$ cat src/rtl/ring_osc_pkg.sv
// Shared types, constants and width helper for the ring oscillator meter.
package ring_osc_pkg;

  localparam int unsigned SYNC_STAGES = 2;

  typedef logic [1:0] state_t;

  localparam state_t ST_IDLE   = 2'd0;
  localparam state_t ST_SETTLE = 2'd1;
  localparam state_t ST_GATE   = 2'd2;
  localparam state_t ST_HOLD   = 2'd3;

  // Bits needed to count 0..limit-1 (never less than one bit).
  function automatic int unsigned cnt_width(input int unsigned limit);
    return (limit <= 1) ? 1 : $clog2(limit);
  endfunction

endpackage

$ cat src/rtl/ring_osc_meter_sync.sv
// Synchroniser for an asynchronous tap plus a one-cycle rising-edge pulse.
module sync_edge_detect
  import ring_osc_pkg::*;
#(
  parameter int unsigned STAGES = SYNC_STAGES
) (
  input  logic clk,
  input  logic rst,
  input  logic async_in,
  output logic pulse_c
);

  logic [STAGES-1:0] sync_q;
  logic              prev_q;

  // Shift the async input through the synchroniser and keep the last synced value.
  always_ff @(posedge clk) begin
    if (rst) begin
      sync_q <= '0;
      prev_q <= 1'b0;
    end else begin
      sync_q <= {sync_q[STAGES-2:0], async_in};
      prev_q <= sync_q[STAGES-1];
    end
  end

  assign pulse_c = sync_q[STAGES-1] & ~prev_q;

endmodule

$ cat src/rtl/ring_osc_meter.sv
// Ring oscillator sequencer and gated edge counter with dead-oscillator detection.
module ring_osc_meter
  import ring_osc_pkg::*;
#(
  parameter int unsigned SETTLE_CYCLES = 1024,
  parameter int unsigned GATE_CYCLES   = 65536,
  parameter int unsigned CNT_W         = 20,
  parameter int unsigned DEAD_CYCLES   = 4096,
  parameter bit          AUTO_OFF      = 1'b1
) (
  input  logic             clk,
  input  logic             rst,
  input  logic             start,
  input  logic             stop,
  input  logic             osc_tap,
  output logic             osc_enable,
  output logic             busy,
  output logic [CNT_W-1:0] result,
  output logic             result_valid,
  input  logic             result_ready,
  output logic             dead
);

  localparam int unsigned TMR_LIMIT = (GATE_CYCLES > SETTLE_CYCLES) ? GATE_CYCLES : SETTLE_CYCLES;
  localparam int unsigned TMR_W     = cnt_width(TMR_LIMIT);
  localparam int unsigned DEAD_W    = cnt_width(DEAD_CYCLES);

  localparam logic [TMR_W-1:0]  SETTLE_LAST = TMR_W'(SETTLE_CYCLES - 1);
  localparam logic [TMR_W-1:0]  GATE_LAST   = TMR_W'(GATE_CYCLES - 1);
  localparam logic [DEAD_W-1:0] DEAD_LAST   = DEAD_W'(DEAD_CYCLES - 1);
  localparam logic [CNT_W-1:0]  CNT_MAX     = '1;

  state_t             state_q,    state_d;
  logic [TMR_W-1:0]   tmr_q,      tmr_d;
  logic [DEAD_W-1:0]  dead_cnt_q, dead_cnt_d;
  logic [CNT_W-1:0]   edge_cnt_q, edge_cnt_d;
  logic               osc_enable_d;
  logic               busy_d;
  logic [CNT_W-1:0]   result_d;
  logic               result_valid_d;
  logic               dead_d;

  logic               tap_pulse_c;
  logic [CNT_W-1:0]   edge_next_c;

  sync_edge_detect #(
    .STAGES (SYNC_STAGES)
  ) u_tap_sync (
    .clk      (clk),
    .rst      (rst),
    .async_in (osc_tap),
    .pulse_c  (tap_pulse_c)
  );

  // Saturating edge count including this cycle's pulse.
  assign edge_next_c = (tap_pulse_c && (edge_cnt_q != CNT_MAX)) ? edge_cnt_q + CNT_W'(1)
                                                                 : edge_cnt_q;

  // State and output registers.
  always_ff @(posedge clk) begin
    if (rst) begin
      state_q      <= ST_IDLE;
      tmr_q        <= '0;
      dead_cnt_q   <= '0;
      edge_cnt_q   <= '0;
      osc_enable   <= 1'b0;
      busy         <= 1'b0;
      result       <= '0;
      result_valid <= 1'b0;
      dead         <= 1'b0;
    end else begin
      state_q      <= state_d;
      tmr_q        <= tmr_d;
      dead_cnt_q   <= dead_cnt_d;
      edge_cnt_q   <= edge_cnt_d;
      osc_enable   <= osc_enable_d;
      busy         <= busy_d;
      result       <= result_d;
      result_valid <= result_valid_d;
      dead         <= dead_d;
    end
  end

  // Next-state and next-output logic; stop overrides every state.
  always_comb begin
    state_d        = state_q;
    tmr_d          = tmr_q;
    dead_cnt_d     = dead_cnt_q;
    edge_cnt_d     = edge_cnt_q;
    osc_enable_d   = osc_enable;
    busy_d         = busy;
    result_d       = result;
    result_valid_d = result_valid;
    dead_d         = dead;

    if (stop) begin
      state_d        = ST_IDLE;
      osc_enable_d   = 1'b0;
      busy_d         = 1'b0;
      result_valid_d = 1'b0;
    end else begin
      case (state_q)
        ST_IDLE: begin
          if (start) begin
            state_d      = ST_SETTLE;
            tmr_d        = '0;
            osc_enable_d = 1'b1;
            busy_d       = 1'b1;
            dead_d       = 1'b0;
          end
        end

        ST_SETTLE: begin
          if (tmr_q == SETTLE_LAST) begin
            state_d    = ST_GATE;
            tmr_d      = '0;
            edge_cnt_d = '0;
            dead_cnt_d = '0;
          end else begin
            tmr_d = tmr_q + TMR_W'(1);
          end
        end

        ST_GATE: begin
          edge_cnt_d = edge_next_c;
          // Dead timeout wins if it lands on the final gate cycle.
          if (!tap_pulse_c && (dead_cnt_q == DEAD_LAST)) begin
            state_d        = ST_HOLD;
            dead_d         = 1'b1;
            result_d       = '0;
            result_valid_d = 1'b1;
          end else if (tmr_q == GATE_LAST) begin
            state_d        = ST_HOLD;
            result_d       = edge_next_c;
            result_valid_d = 1'b1;
          end else begin
            tmr_d      = tmr_q + TMR_W'(1);
            dead_cnt_d = tap_pulse_c ? '0 : dead_cnt_q + DEAD_W'(1);
          end
        end

        ST_HOLD: begin
          if (result_ready) begin
            state_d        = ST_IDLE;
            busy_d         = 1'b0;
            result_valid_d = 1'b0;
            if (AUTO_OFF) begin
              osc_enable_d = 1'b0;
            end
          end
        end

        default: begin
          state_d = ST_IDLE;
        end
      endcase
    end
  end

endmodule

$ cat config.mk
export PLATFORM = sky130hd
export DESIGN_NAME = ring_osc_meter
export DESIGN_NICKNAME = d
export VERILOG_FILES = /design/src/rtl/ring_osc_pkg.sv /design/src/rtl/ring_osc_meter_sync.sv /design/src/rtl/ring_osc_meter.sv
export SDC_FILE = /design/constraint.sdc
export NUM_CORES = 1
export LEC_CHECK = 0
export CAP_MARGIN = 10
export CORE_ASPECT_RATIO = 0.9
export CORE_MARGIN = 2
export CORE_UTILIZATION = 45
export CTS_BUF_LIST = sky130_fd_sc_hd__clkbuf_4
export DETAILED_ROUTE_END_ITERATION = 12
export PLACE_DENSITY = 0.71
export SLEW_MARGIN = 10
export SYNTH_ARGS = -nofsm -noshare
export SYNTH_HDL_FRONTEND = slang
export SYNTH_HIERARCHICAL = 1
export SYNTH_SLANG_ARGS = --single-unit
$ cat constraint.sdc
create_clock -name clk -period 3.12 [get_ports clk]
set_input_delay 0.624 -clock clk [delete_from_list [all_inputs] [get_ports clk]]
set_output_delay 0.624 -clock clk [all_outputs]
set_load 0.01 [all_outputs]
==> results by group, run 1 <==
Synth
  – Register area share after synthesis: 39.4%
  – Asr flop ratio synth: 0%
  – Main flop type after synthesis: dfxtp_1
  – Library cells used by synthesis: 58
  – Synth Net Count: 481
  – YS warnings: 6
  – Yosys reg bits: 76
  – EDFF count, synth: 0
  – Cells after Synth: 468
  – Cell area after synthesis: 3860 um2
  – Synthesized area per cell: 8.25 um2

Power and ir drop
  – Final Power: 1.72 mW
  – Max VDD drop: 219 uV
  – PwrDens: 391 nW/um2
  – Leak: 1.50 nW

Die
  – Core area: 8450 um2
  – Die Height: 91.9 um
  – Die width: 102 um
  – Top-Level Pins: 30
  – Starting Density: 45.7%
  – Site Rows: 32
  – Area of the die: 9340 um2

Global routing
  – First-pass GRT wire length: 15.1 mm
  – GRT Util Overall: 20.0%
  – GRT overflow: 0
  – Met2 Use GR: 29.8%
  – Met3 Use GR: 4.80%
  – Largest net degree at the start of global routing: 23
  – Grt met1 use: 28.7%
  – GRT busiest layer: met2
  – Initial antenna violation count: 0
  – Vias in the first global route: 3,256

Setup path
  – CP most frequent cell: inv_1
  – CP Launch Type: flop
  – CP endpoint kind: flop
  – Arr. time, crit path: 2.92 ns
  – Critical path, cell by cell: inv_1, ha_1, nand2_1, or4_1, inv_1, a22o_1
  – Largest stage delay, worst path: 0.83 ns
  – Critical path required time: 3.48 ns
  – Crit path kind: reg2reg
  – Worst Path Max Fanout: 18
  – Delay-heaviest family, CP: simple AND/OR/NAND/NOR gates
  – Crit-path slowest cell: or4_1
  – Worst Path Buf+Inv: 2

CTS
  – Worst-Skew Late Latency: 0.42 ns
  – CTS clk-pin slew, worst paths: 0.12 ns
  – Total clock sinks: 76
  – CTS Buf Count: 9
  – Postcts setup bufs: 0
  – Post-cts resize count: 0
  – Root Driver: clkbuf_4
  – Hold-fix buffers, CTS: 0
  – CTS tree: done
  – H-tree lvl count: 3
  – Clock Path Buffers: 2

Timing
  – Pins over their slew limit: 0
  – RSZ-0062 raised after global routing: false
  – Final Setup Violations: 0
  – Fmax: 390 MHz
  – Worst slew margin: 27.8%
  – Final Skew: 0.0152 ns
  – Tcrit/Tclk final: 82.2%
  – Worst-margin pin slew: 1.08 ns
  – Endpoints failing hold: 0
  – Min cycle time layout: 2.57 ns
  – Fin Setup TNS: 0 ns
  – Final worst-path setup slack: 0.555 ns
  – Hold WS: 0.457 ns

Routing
  – Drt via density: 5.70
  – Routed len/inst: 14.3 um
  – DRC: 0
  – Initial DRC count: 214
  – Drt first pass iters: 4
  – Total wire length: 8.86 mm
  – ANT nets after route: 0
  – Vias: 3,531

Hold path
  – HP Class: reg2reg

Placed design
  – IO buf count: 29
  – HPWL after detailed placement: 6.18 mm
  – Gp weighted congestion: 0.879
  – Place WS: 0.296 ns

Layout
  – Antenna Cells: 0
  – Final Core Density: 52.1%
  – Area Overhead vs Synth: 14.1%
  – Share of cells above drive strength 1: 7.40%
  – NumNets Final: 508

Run
  – Max-Cap Viols: 0

Run status
  – Status: finished clean
report_power, final:
| part | total [mW] | switching, mW | internal (mW) |
|---|---|---|---|
| combinational | 0.0878 | 0.0561 | 0.0317 |
| sequential | 0.976 | 0.00255 | 0.974 |
| clock | 0.656 | 0.341 | 0.315 |
metal layers:
layer,vias up,wire (um),part of all wire (%)
met4,0,139,1.6
met2,64,3810,43
met3,14,307,3.5
met1,1679,4600,52
li1,1774,-,-
met5,-,0,0
synth_stat cells, drive strengths merged, types with 5 or more instances:
master / n / area [um2]
nand2: 52 / 195
nand3b: 8 / 60.1
and3: 16 / 100
and4: 7 / 61.3
inv: 15 / 56.3
buf: 12 / 68.8
xor2: 7 / 61.3
a21oi: 27 / 135
nor2: 30 / 115
nand3: 19 / 118
nand4: 16 / 121
xnor2: 9 / 78.8
or3: 5 / 31.3
nor3: 9 / 50.1
a31oi: 18 / 113
nor4: 6 / 43.8
ha: 7 / 87.6
o31ai: 11 / 87.6
nor2b: 12 / 77.6
o21ai: 62 / 314
clkbuf: 7 / 26.3
dfxtp: 76 / 1520
worst register-to-register path, stage by stage, from the launching register on:
cell and delay, ns:
dfxtp_1 0.35, inv_1 0.10, ha_1 0.51, nand2_1 0.33
or4_1 0.83, inv_1 0.23, a22o_1 0.15
cell families after synthesis:
| family | after synthesis | share of synthesized area (%) |
|---|---|---|
| AO/OA/AOI/OAI | 142 | 22.7 |
| XOR/XNOR | 16 | 3.63 |
| adder cells (fa/ha/maj) | 7 | 2.27 |
| buffers and inverters | 34 | 3.92 |
| flip-flops | 76 | 39.4 |
| multiplexers | 3 | 0.810 |
| AND/OR/NAND/NOR | 190 | 27.2 |
flip-flops by register name (all words and copies together) (netlist names):
name               count
dead                   1
result_valid           1
state_q                2
u_tap_sync/prev_q      1
edge_cnt_q            20
u_tap_sync/sync_q      2
busy                   1
dead_cnt_q            12
result                20
tmr_q                 16
cell usage in the layout, fill, tap and decap left out, types with 10 or more instances in the layout:
master | Yosys | routed
a21oi_1 | 27 | 27
o21ai_0 | 43 | 43
nand4_1 | 14 | 14
nand3_1 | 16 | 16
nor2b_1 | 11 | 11
inv_1 | 15 | 15
dfxtp_1 | 76 | 76
nand2_1 | 52 | 52
a31oi_1 | 18 | 17
nor2_1 | 29 | 29
clkdlybuf4s50_1 | 0 | 29
and3_1 | 16 | 16
o31ai_1 | 10 | 10
o21ai_1 | 18 | 18
final timing paths:
check / startpoint / to / cells after the start / slack (ns)
worst min register to register: result[19] / result[19] / 2 / 0.46
worst min-delay path: result[19] / result[19] / 2 / 0.46
worst max register to register: state_q[0] / result[2] / 6 / 0.55
worst max-delay path: state_q[0] / result[2] / 6 / 0.55
through the flow:
step,instance area [um2],cells
2_1_floorplan,3860,468
3_3_place_gp,4260,603
3_5_place_dp,4260,603
4_1_cts,4400,619
5_1_grt,4400,619
6_report,4400,619
final cells by class:
class                   count  area (um2)
inverters                  15        56.3
repair buffers             35         335
multi-input cells         358        2190
fillers                   810        4040
well taps                 119         149
flip-flops and latches     76        1520
clock inverters             7        81.3
clock buffers               9        67.6
Note: power is estimated with default switching activity, not from simulation.
==> run 2: changes to the inputs <==
clock period = 2.6 ns   (was 3.12 ns; I/O delays follow)
==> run 2 against run 1 <==
  * Core utilization up 0.96 points
  * Cell area up 1.8%
  * Wire length up 2.8%
  * Clock skew down 0.0014 ns
==> results by group, run 2 (same netlist as run 1, synthesis figures left out) <==
Run status
  – Status: finished clean

Placed design
  – Place WS: 0.285 ns
  – HPWL after detailed placement: 6.53 mm
  – Gp weighted congestion: 0.914
  – IO buf count: 29
  – Post-DP Area: 4350 um2

Global routing
  – Initial antenna violation count: 0
  – Vias in the first global route: 3,240
  – Met3 Use GR: 5.72%
  – Met2 Use GR: 31.3%
  – First-pass GRT wire length: 15.3 mm
  – GRT overflow: 0
  – Grt met1 use: 27.6%
  – GRT Util Overall: 20.2%
  – GRT busiest layer: met2
  – Largest net degree at the start of global routing: 19

CTS
  – H-tree lvl count: 3
  – CTS Buf Count: 9
  – CTS tree: done
  – Clock Path Buffers: 2
  – Total clock sinks: 76
  – Worst-Skew Late Latency: 0.44 ns
  – Postcts setup bufs: 0
  – Root Driver: clkbuf_4
  – Post-cts resize count: 0
  – CTS clk-pin slew, worst paths: 0.13 ns
  – Hold-fix buffers, CTS: 0

Timing
  – Final Setup Violations: 0
  – Worst-margin pin slew: 0.738 ns
  – Final worst-path setup slack: 0.218 ns
  – Endpoints failing hold: 0
  – Fin Setup TNS: 0 ns
  – Worst slew margin: 50.3%
  – RSZ-0062 raised after global routing: false
  – Final Skew: 0.0138 ns
  – Min cycle time layout: 2.38 ns
  – Tcrit/Tclk final: 91.6%
  – Fmax: 420 MHz
  – Pins over their slew limit: 0

Routing
  – DRC: 0
  – Total wire length: 9.11 mm
  – ANT nets after route: 0
  – Initial DRC count: 228
  – Routed len/inst: 14.4 um
  – Drt via density: 5.66
  – Drt first pass iters: 5
  – Vias: 3,572

Layout
  – Area Overhead vs Synth: 16.2%
  – Top Registers: edge_cnt_q (20), result (20), tmr_q (16)
  – Most frequent cells in the layout: 76 x dfxtp_1, 52 x nand2_1, 43 x o21ai_0, 29 x nor2_1, 29 x clkdlybuf4s50_1
  – Antenna Cells: 0
  – NumNets Final: 520
  – Most common cell after layout, fill and taps aside: dfxtp_1
  – Share of cells above drive strength 1: 10.2%
  – Final Instance Area: 4490 um2

Die
  – Top-Level Pins: 30
  – Site Rows: 32
  – Die Height: 91.9 um
  – Starting Density: 45.7%
  – Die width: 102 um
  – Area of the die: 9340 um2
  – Core area: 8450 um2

Setup path
  – Critical path required time: 2.98 ns
  – Arr. time, crit path: 2.77 ns
  – CP Launch Type: flop
  – Crit path kind: reg2reg
  – Worst Path Max Fanout: 11
  – R2R Setup Slk: 0.22 ns
  – CP endpoint kind: flop

Power and ir drop
  – Final Power: 2.03 mW
  – Max VDD drop: 255 uV
  – PwrDens: 453 nW/um2
  – Leak: 1.54 nW

Run
  – Max-Cap Viols: 0

Hold path
  – HP Class: reg2reg
## run 2: cell count changes in the layout (fill, tap and decap cells not counted), sizes merged
cell      previous run  this run
buf                  6        18
bufinv               2         1
clkbuf               9        10
clkinv               5         1
clkinvlp             0         4
## run 2: final timing paths
path	from	cells past startpoint	endpoint
min	result[14]	2	result[14]
min reg2reg	result[14]	2	result[14]
max	tmr_q[0]	7	dead_cnt_q[11]
max reg2reg	tmr_q[0]	7	dead_cnt_q[11]
## run 2: where the power goes
part | switching (mW) | leakage [nW] | internal (mW)
Combinational | 0.0694 | 0.862 | 0.0442
Sequential | 0.00285 | 0.613 | 1.17
Clock | 0.445 | 0.0646 | 0.301
## run 2: final cells by class
type,count,area (um2)
flip-flops and latches,76,1520
clock buffers,10,75.1
inverters,15,56.3
repair buffers,47,425
well taps,119,149
fillers,827,3960
multi-input cells,358,2190
clock inverters,6,65.1
## run 2: metrics by stage
| stage | cells | util, % | hold slack, ns |
|---|---|---|---|
| 6_report | 631 | 53.1 | 0.453 |
| 2_1_floorplan | 468 | - | 0.414 |
| 3_3_place_gp | 615 | 51.4 | 0.431 |
| 3_5_place_dp | 615 | 51.4 | 0.438 |
| 5_1_grt | 631 | 53.1 | 0.473 |
| 4_1_cts | 631 | 53.1 | 0.458 |
## run 2: routing by layer
layer / up-vias / part of all wire (%)
li1: 1789 / -
met4: 0 / 1.2
met5: - / 0
met2: 110 / 45
met3: 13 / 5.7
met1: 1660 / 48
## run 2: worst max-delay path, cell delays in order, from the launching register on
cell,delay (ns)
dfxtp_1,0.37
ha_1,0.23
and3_1,0.29
and3_1,0.22
a32oi_1,0.37
and4b_1,0.54
nand3b_1,0.14
a21oi_1,0.17
==> run 3: changes to the inputs <==
ABC_CLOCK_PERIOD_IN_PS = 2600   (was default)
RECOVER_POWER = 50   (was default)
==> run 3 against run 2 <==
  * Cell count unchanged
  * Largest cell class unchanged
  * Critical path type unchanged
  * First-iteration DRC count up 5.3%
  * Clock-buffer cell count unchanged
  * Clock power about the same
==> results by group, run 3 (same netlist as run 1, synthesis figures left out) <==
Routing
  – Initial DRC count: 240
  – Routed len/inst: 14.5 um
  – DRC: 0
  – Drt via density: 5.63
  – Vias: 3,553
  – Drt first pass iters: 5
  – Total wire length: 9.14 mm
  – ANT nets after route: 0

Setup path
  – Reg-to-reg critical path startpoint: tmr_q[0]
  – Largest stage delay, worst path: 0.41 ns
  – CP endpoint kind: flop
  – Worst Path Max Fanout: 7
  – R2R cell count: 8
  – Worst r2r dst: edge_cnt_q[19]
  – Critical path, cell by cell: ha_1, and3_1, nand3_4, o21a_1, nor2_1, clkbuf_1, a21oi_1, o21ba_2
  – Critical path required time: 3.00 ns
  – R2R Setup Slk: 0.18 ns
  – CP Launch Type: flop
  – Arr. time, crit path: 2.82 ns
  – Crit path kind: reg2reg
  – Crit-path slowest cell: dfxtp_1

Power and ir drop
  – Max VDD drop: 257 uV
  – Leak: 1.62 nW
  – PwrDens: 454 nW/um2

Layout
  – Top Registers: edge_cnt_q (20), result (20), tmr_q (16)
  – Most common cell after layout, fill and taps aside: dfxtp_1
  – Antenna Cells: 0
  – NumNets Final: 520
  – Area Overhead vs Synth: 15.9%
  – Share of cells above drive strength 1: 9.57%
  – Fill count: 830
  – Final Instance Area: 4470 um2
  – Most frequent cells in the layout: 76 x dfxtp_1, 52 x nand2_1, 45 x o21ai_0, 30 x nor2_1, 27 x a21oi_1

Run status
  – Status: finished clean

Global routing
  – Vias in the first global route: 3,240
  – Largest net degree at the start of global routing: 19
  – GRT overflow: 0
  – First-pass GRT wire length: 15.3 mm
  – GRT Util Overall: 20.2%
  – Initial antenna violation count: 0

CTS
  – Post-cts resize count: 0
  – Postcts setup bufs: 0
  – Hold-fix buffers, CTS: 0
  – Clock Path Buffers: 2
  – CTS clk-pin slew, worst paths: 0.13 ns
  – Worst-Skew Late Latency: 0.45 ns
  – CTS tree: done
  – H-tree lvl count: 3
  – Root Driver: clkbuf_4
  – CTS Buf Count: 9
  – Total clock sinks: 76

Timing
  – Endpoints failing hold: 0
  – Final Skew: 0.0149 ns
  – Pins over their slew limit: 0
  – Final Setup Violations: 0
  – Fmax: 413 MHz
  – Worst slew margin: 47.5%
  – Tcrit/Tclk final: 93.1%
  – RSZ-0062 raised after global routing: false
  – Min cycle time layout: 2.42 ns
  – Fin Setup TNS: 0 ns
  – Worst-margin pin slew: 0.787 ns

Hold path
  – Worst Hold Launch: result[14]
  – Hold Path End: result[14]
  – HP Class: reg2reg
  – WHS Path Cells: 2

Placed design
  – Gp weighted congestion: 0.914
  – Post-DP Area: 4350 um2
  – IO buf count: 29
  – HPWL after detailed placement: 6.53 mm

Die
  – Die Height: 91.9 um
  – Die width: 102 um
  – Starting Density: 45.7%
  – Top-Level Pins: 30
  – Area of the die: 9340 um2
  – Core area: 8450 um2
  – Site Rows: 32

Run
  – Max-Cap Viols: 0
-- run 3: cell count changes in the layout (fill, tap and decap cells not counted) --
cell	change
o21ai_0	+2
nor2_2	-1
dlygate4sd3_1	+25
nor2_1	+1
clkbuf_2	+1
buf_4	-3
clkbuf_1	+2
clkdlybuf4s50_1	-25
o21ai_1	-2
-- run 3: per-stage QoR --
step | hold WS, ns | total power, mW | setup WS [ns] | utilization [%] | instances
after floorplan | 0.414 | 1.27 | 0.632 | - | 468
after global placement | 0.431 | 1.31 | 0.326 | 51.4 | 615
after detailed placement | 0.438 | 1.31 | 0.285 | 51.4 | 615
after CTS | 0.458 | 2.05 | 0.241 | 53.1 | 631
after global routing | 0.473 | 2.10 | 0.00640 | 52.9 | 631
final | 0.450 | 2.03 | 0.180 | 52.9 | 631
-- run 3: worst max-delay path by stage --
stage / slack, ns / startpoint / to
floorplan: 0.63 / tmr_q[0] / tmr_q[9]
detailed placement: 0.28 / tmr_q[0] / dead_cnt_q[11]
global route: 0.006 / tmr_q[0] / result[12]
global placement: 0.33 / tmr_q[1] / result[12]
finish: 0.18 / tmr_q[0] / edge_cnt_q[19]
CTS: 0.24 / tmr_q[0] / dead_cnt_q[11]
-- run 3: worst max-delay path: cells and delay by family, from the launching register on --
kind	cells	cell delay, ns
compound gates	3	0.61
fa+ha+maj	1	0.20
flops	1	0.41
simple gates	3	0.83
buf+inv	1	0.30
-- run 3: area by class of cell --
class	instances	area (um2)	share of cell area [%]
sequential	76	1520	34.0
multi-input combinational	358	2190	49.0
inverter	15	56.3	1.26
timing repair buffer	47	415	9.29
clock buffer	10	75.1	1.68
tap	119	149	3.33
clock inverter	6	65.1	1.45
-- run 3: per-layer routing --
metal | vias to the layer above | track usage (%) | share of wire [%]
met5 | - | 0 | 0
met4 | 0 | 5.63 | 1.2
met3 | 11 | 5.72 | 5.2
met2 | 90 | 31.3 | 45
met1 | 1664 | 27.6 | 49
li1 | 1788 | - | -
-- run 3: power breakdown --
group | internal (mW) | switching [mW]
sequential | 1.17 | 0.00276
combinational | 0.0416 | 0.0690
clock | 0.301 | 0.448
==> RTL edit, RTL diff (flow settings as in run 3) <==
`CNT_W`: 20 -> 30.
--- a/src/rtl/ring_osc_meter.sv
+++ b/src/rtl/ring_osc_meter.sv
@@ -5,5 +5,5 @@
   parameter int unsigned SETTLE_CYCLES = 1024,
   parameter int unsigned GATE_CYCLES   = 65536,
-  parameter int unsigned CNT_W         = 20,
+  parameter int unsigned CNT_W         = 30,
   parameter int unsigned DEAD_CYCLES   = 4096,
   parameter bit          AUTO_OFF      = 1'b1
Ports: changed (resized result); port bits go from 30 to 40. No check against the original RTL was run, so the function may have changed too.
==> RTL edit against run 3 <==
Die area increased by 30%; power increased by 24%; sequential cell count increased by 20; final area increased by 32%; area after synthesis increased by 31%; via count increased by 37%; highest routed layer unchanged; worst setup slack got worse by 1.4 ps; clock power increased by 20%; combinational power increased by 28%; routed wire length increased by 41%.
==> RTL edit: results (changes against run 3) <==
| Metric | Value |
|---|---|
| Worst path arrival time | `2790 ps (was 2820 ps)` |
| Vias/cell | `5.88 (was 5.63)` |
| Layout cell share with drive strength beyond 1 | `9.44% (was 9.57%)` |
| Fin nets | `686 (was 520)` |
| Worst Tran Pin Value | `823 ps (was 787 ps)` |
| Drt wl/cell | `15.5 µm (was 14.5 µm)` |
| Largest net degree at the start of global routing | `33 (was 19)` |
| R2R depth | `9 (was 8)` |
| GRT Util Overall | `22.0% (was 20.2%)` |
| First-pass GRT wire length | `21900 µm (was 15300 µm)` |
| PortBufs | `39 (was 29)` |
| Routability congestion estimate | `0.903 (was 0.914)` |
| Largest registers | `edge_cnt_q x30, result x30, tmr_q x16 (was edge_cnt_q x20, result x20, tmr_q x16)` |
| Maximum VDD drop | `371 µV (was 257 µV)` |
| Yosys cell types | `63 (was 58)` |
| Fill count | `1053 (was 830)` |
| Max clock buf depth | `2 (unchanged)` |
| Number of synthesis warnings | `6 (unchanged)` |
| Sequential fraction of the synthesis area | `37.9% (was 39.4%)` |
| Final clock skew | `23.2 ps (was 14.9 ps)` |
| CP max stage delay | `480 ps (was 410 ps)` |
| Placed inst area | `5750 µm² (was 4350 µm²)` |
| Syn Nets | `642 (was 481)` |
| GR Layer Usage met3 | `4.47% (was 5.72%)` |
| Clock transition at path regs | `150 ps (was 130 ps)` |
| Status | `finished clean (unchanged)` |
| Dpl hpwl | `9150 µm (was 6530 µm)` |
| Vias in the first global route | `4464 (was 3240)` |
| H-tree depth | `3 (unchanged)` |
| Met1 usage | `31.8% (was 27.6%)` |
| Dominant cells by area after synthesis | `dfxtp_1 38%, o21ai_0 6.5%, nand2_1 4.9%, nand3_1 3.0%, a31oi_1 2.8% (was dfxtp_1 39%, o21ai_0 5.6%, nand2_1 5.1%, a21oi_1 3.5%, a31oi_1 2.9%)` |
| Clk Latency, worst-skew pair | `460 ps` |
| Drt first-iter violations | `408 (was 240)` |
| Largest fanout on the critical path | `23 (was 7)` |
| Grt met2 use | `33.6% (was 31.3%)` |
| Synth cell count leaders | `96 x dfxtp_1, 66 x nand2_1, 66 x o21ai_0 (was 76 x dfxtp_1, 52 x nand2_1, 43 x o21ai_0)` |
| Pleak | `2.01 nW (was 1.62 nW)` |
| Synth async-reset ratio | `0% (unchanged)` |
RTL edit: path summary, 6_finish.rpt:
kind                           start                          to
max            tmr_q[0]$_SDFFE_PP0P_  edge_cnt_q[4]$_SDFFE_PP0P_
min          result[23]$_SDFFE_PP0P_     result[23]$_SDFFE_PP0P_
max reg2reg    tmr_q[0]$_SDFFE_PP0P_  edge_cnt_q[4]$_SDFFE_PP0P_
min reg2reg  result[23]$_SDFFE_PP0P_     result[23]$_SDFFE_PP0P_
RTL edit: layer usage:
layer	part of all wire, %	vias to the layer above
met4	1.2	0
met2	44	172
met5	0	-
met3	7.7	14
met1	47	2283
li1	-	2412
RTL edit: cell type report:
type                       instances  area (µm²)  share of cell area (%)
clock buffer                      10        75.1                    1.28
clock inverter                     6        83.8                    1.42
inverter                          17        63.8                    1.08
multi-input combinational        477        2910                    49.4
sequential                        96        1920                    32.7
tap                              152         190                    3.23
timing repair buffer              72         646                    11.0
RTL edit: kinds of logic (layout without fill, tap and decap cells):
logic type | count (synthesis) | after routing | share of synthesized area (%)
AOI/OAI and AO/OA | 166 | 166 | 20.0
xor gates and xnor gates | 26 | 26 | 4.49
adders and majority gates | 7 | 7 | 1.73
buffers and inverters | 56 | 105 | 4.56
DFF | 96 | 96 | 37.9
muxes | 7 | 7 | 1.41
and+or+nand+nor | 271 | 271 | 29.9
RTL edit: timing repair:
item / CTS / global route
endpoints found under the setup margin: 0 / 1
setup buffers: 0 / 2
endpoints found under the hold margin: 0 / 0
RTL edit: through the flow:
step | util, % | worst slack (ps) | hold WS [ps] | power (mW) | cells
CTS | 54.2 | 194 | 447 | 2.55 | 828
finish | 54.0 | 179 | 439 | 2.52 | 830
detailed placement | 52.7 | 202 | 428 | 1.65 | 812
floorplan | - | 457 | 414 | 1.60 | 629
global route | 54.0 | 11.0 | 468 | 2.61 | 830
global placement | 52.7 | 267 | 417 | 1.65 | 812
RTL edit: where the power goes:
part | switching, mW | total (mW) | leakage [nW] | internal (mW)
clock network | 0.504 | 0.900 | 0.0800 | 0.396
registers | 0.00313 | 1.48 | 0.774 | 1.48
logic | 0.0919 | 0.142 | 1.15 | 0.0505
total | 0.599 | 2.52 | 2.01 | 1.92
RTL edit: worst min-delay path, stage by stage (launching register included):
cell     delay (ps)
dfxtp_1         330
nand2_1          50
nand2_1          40
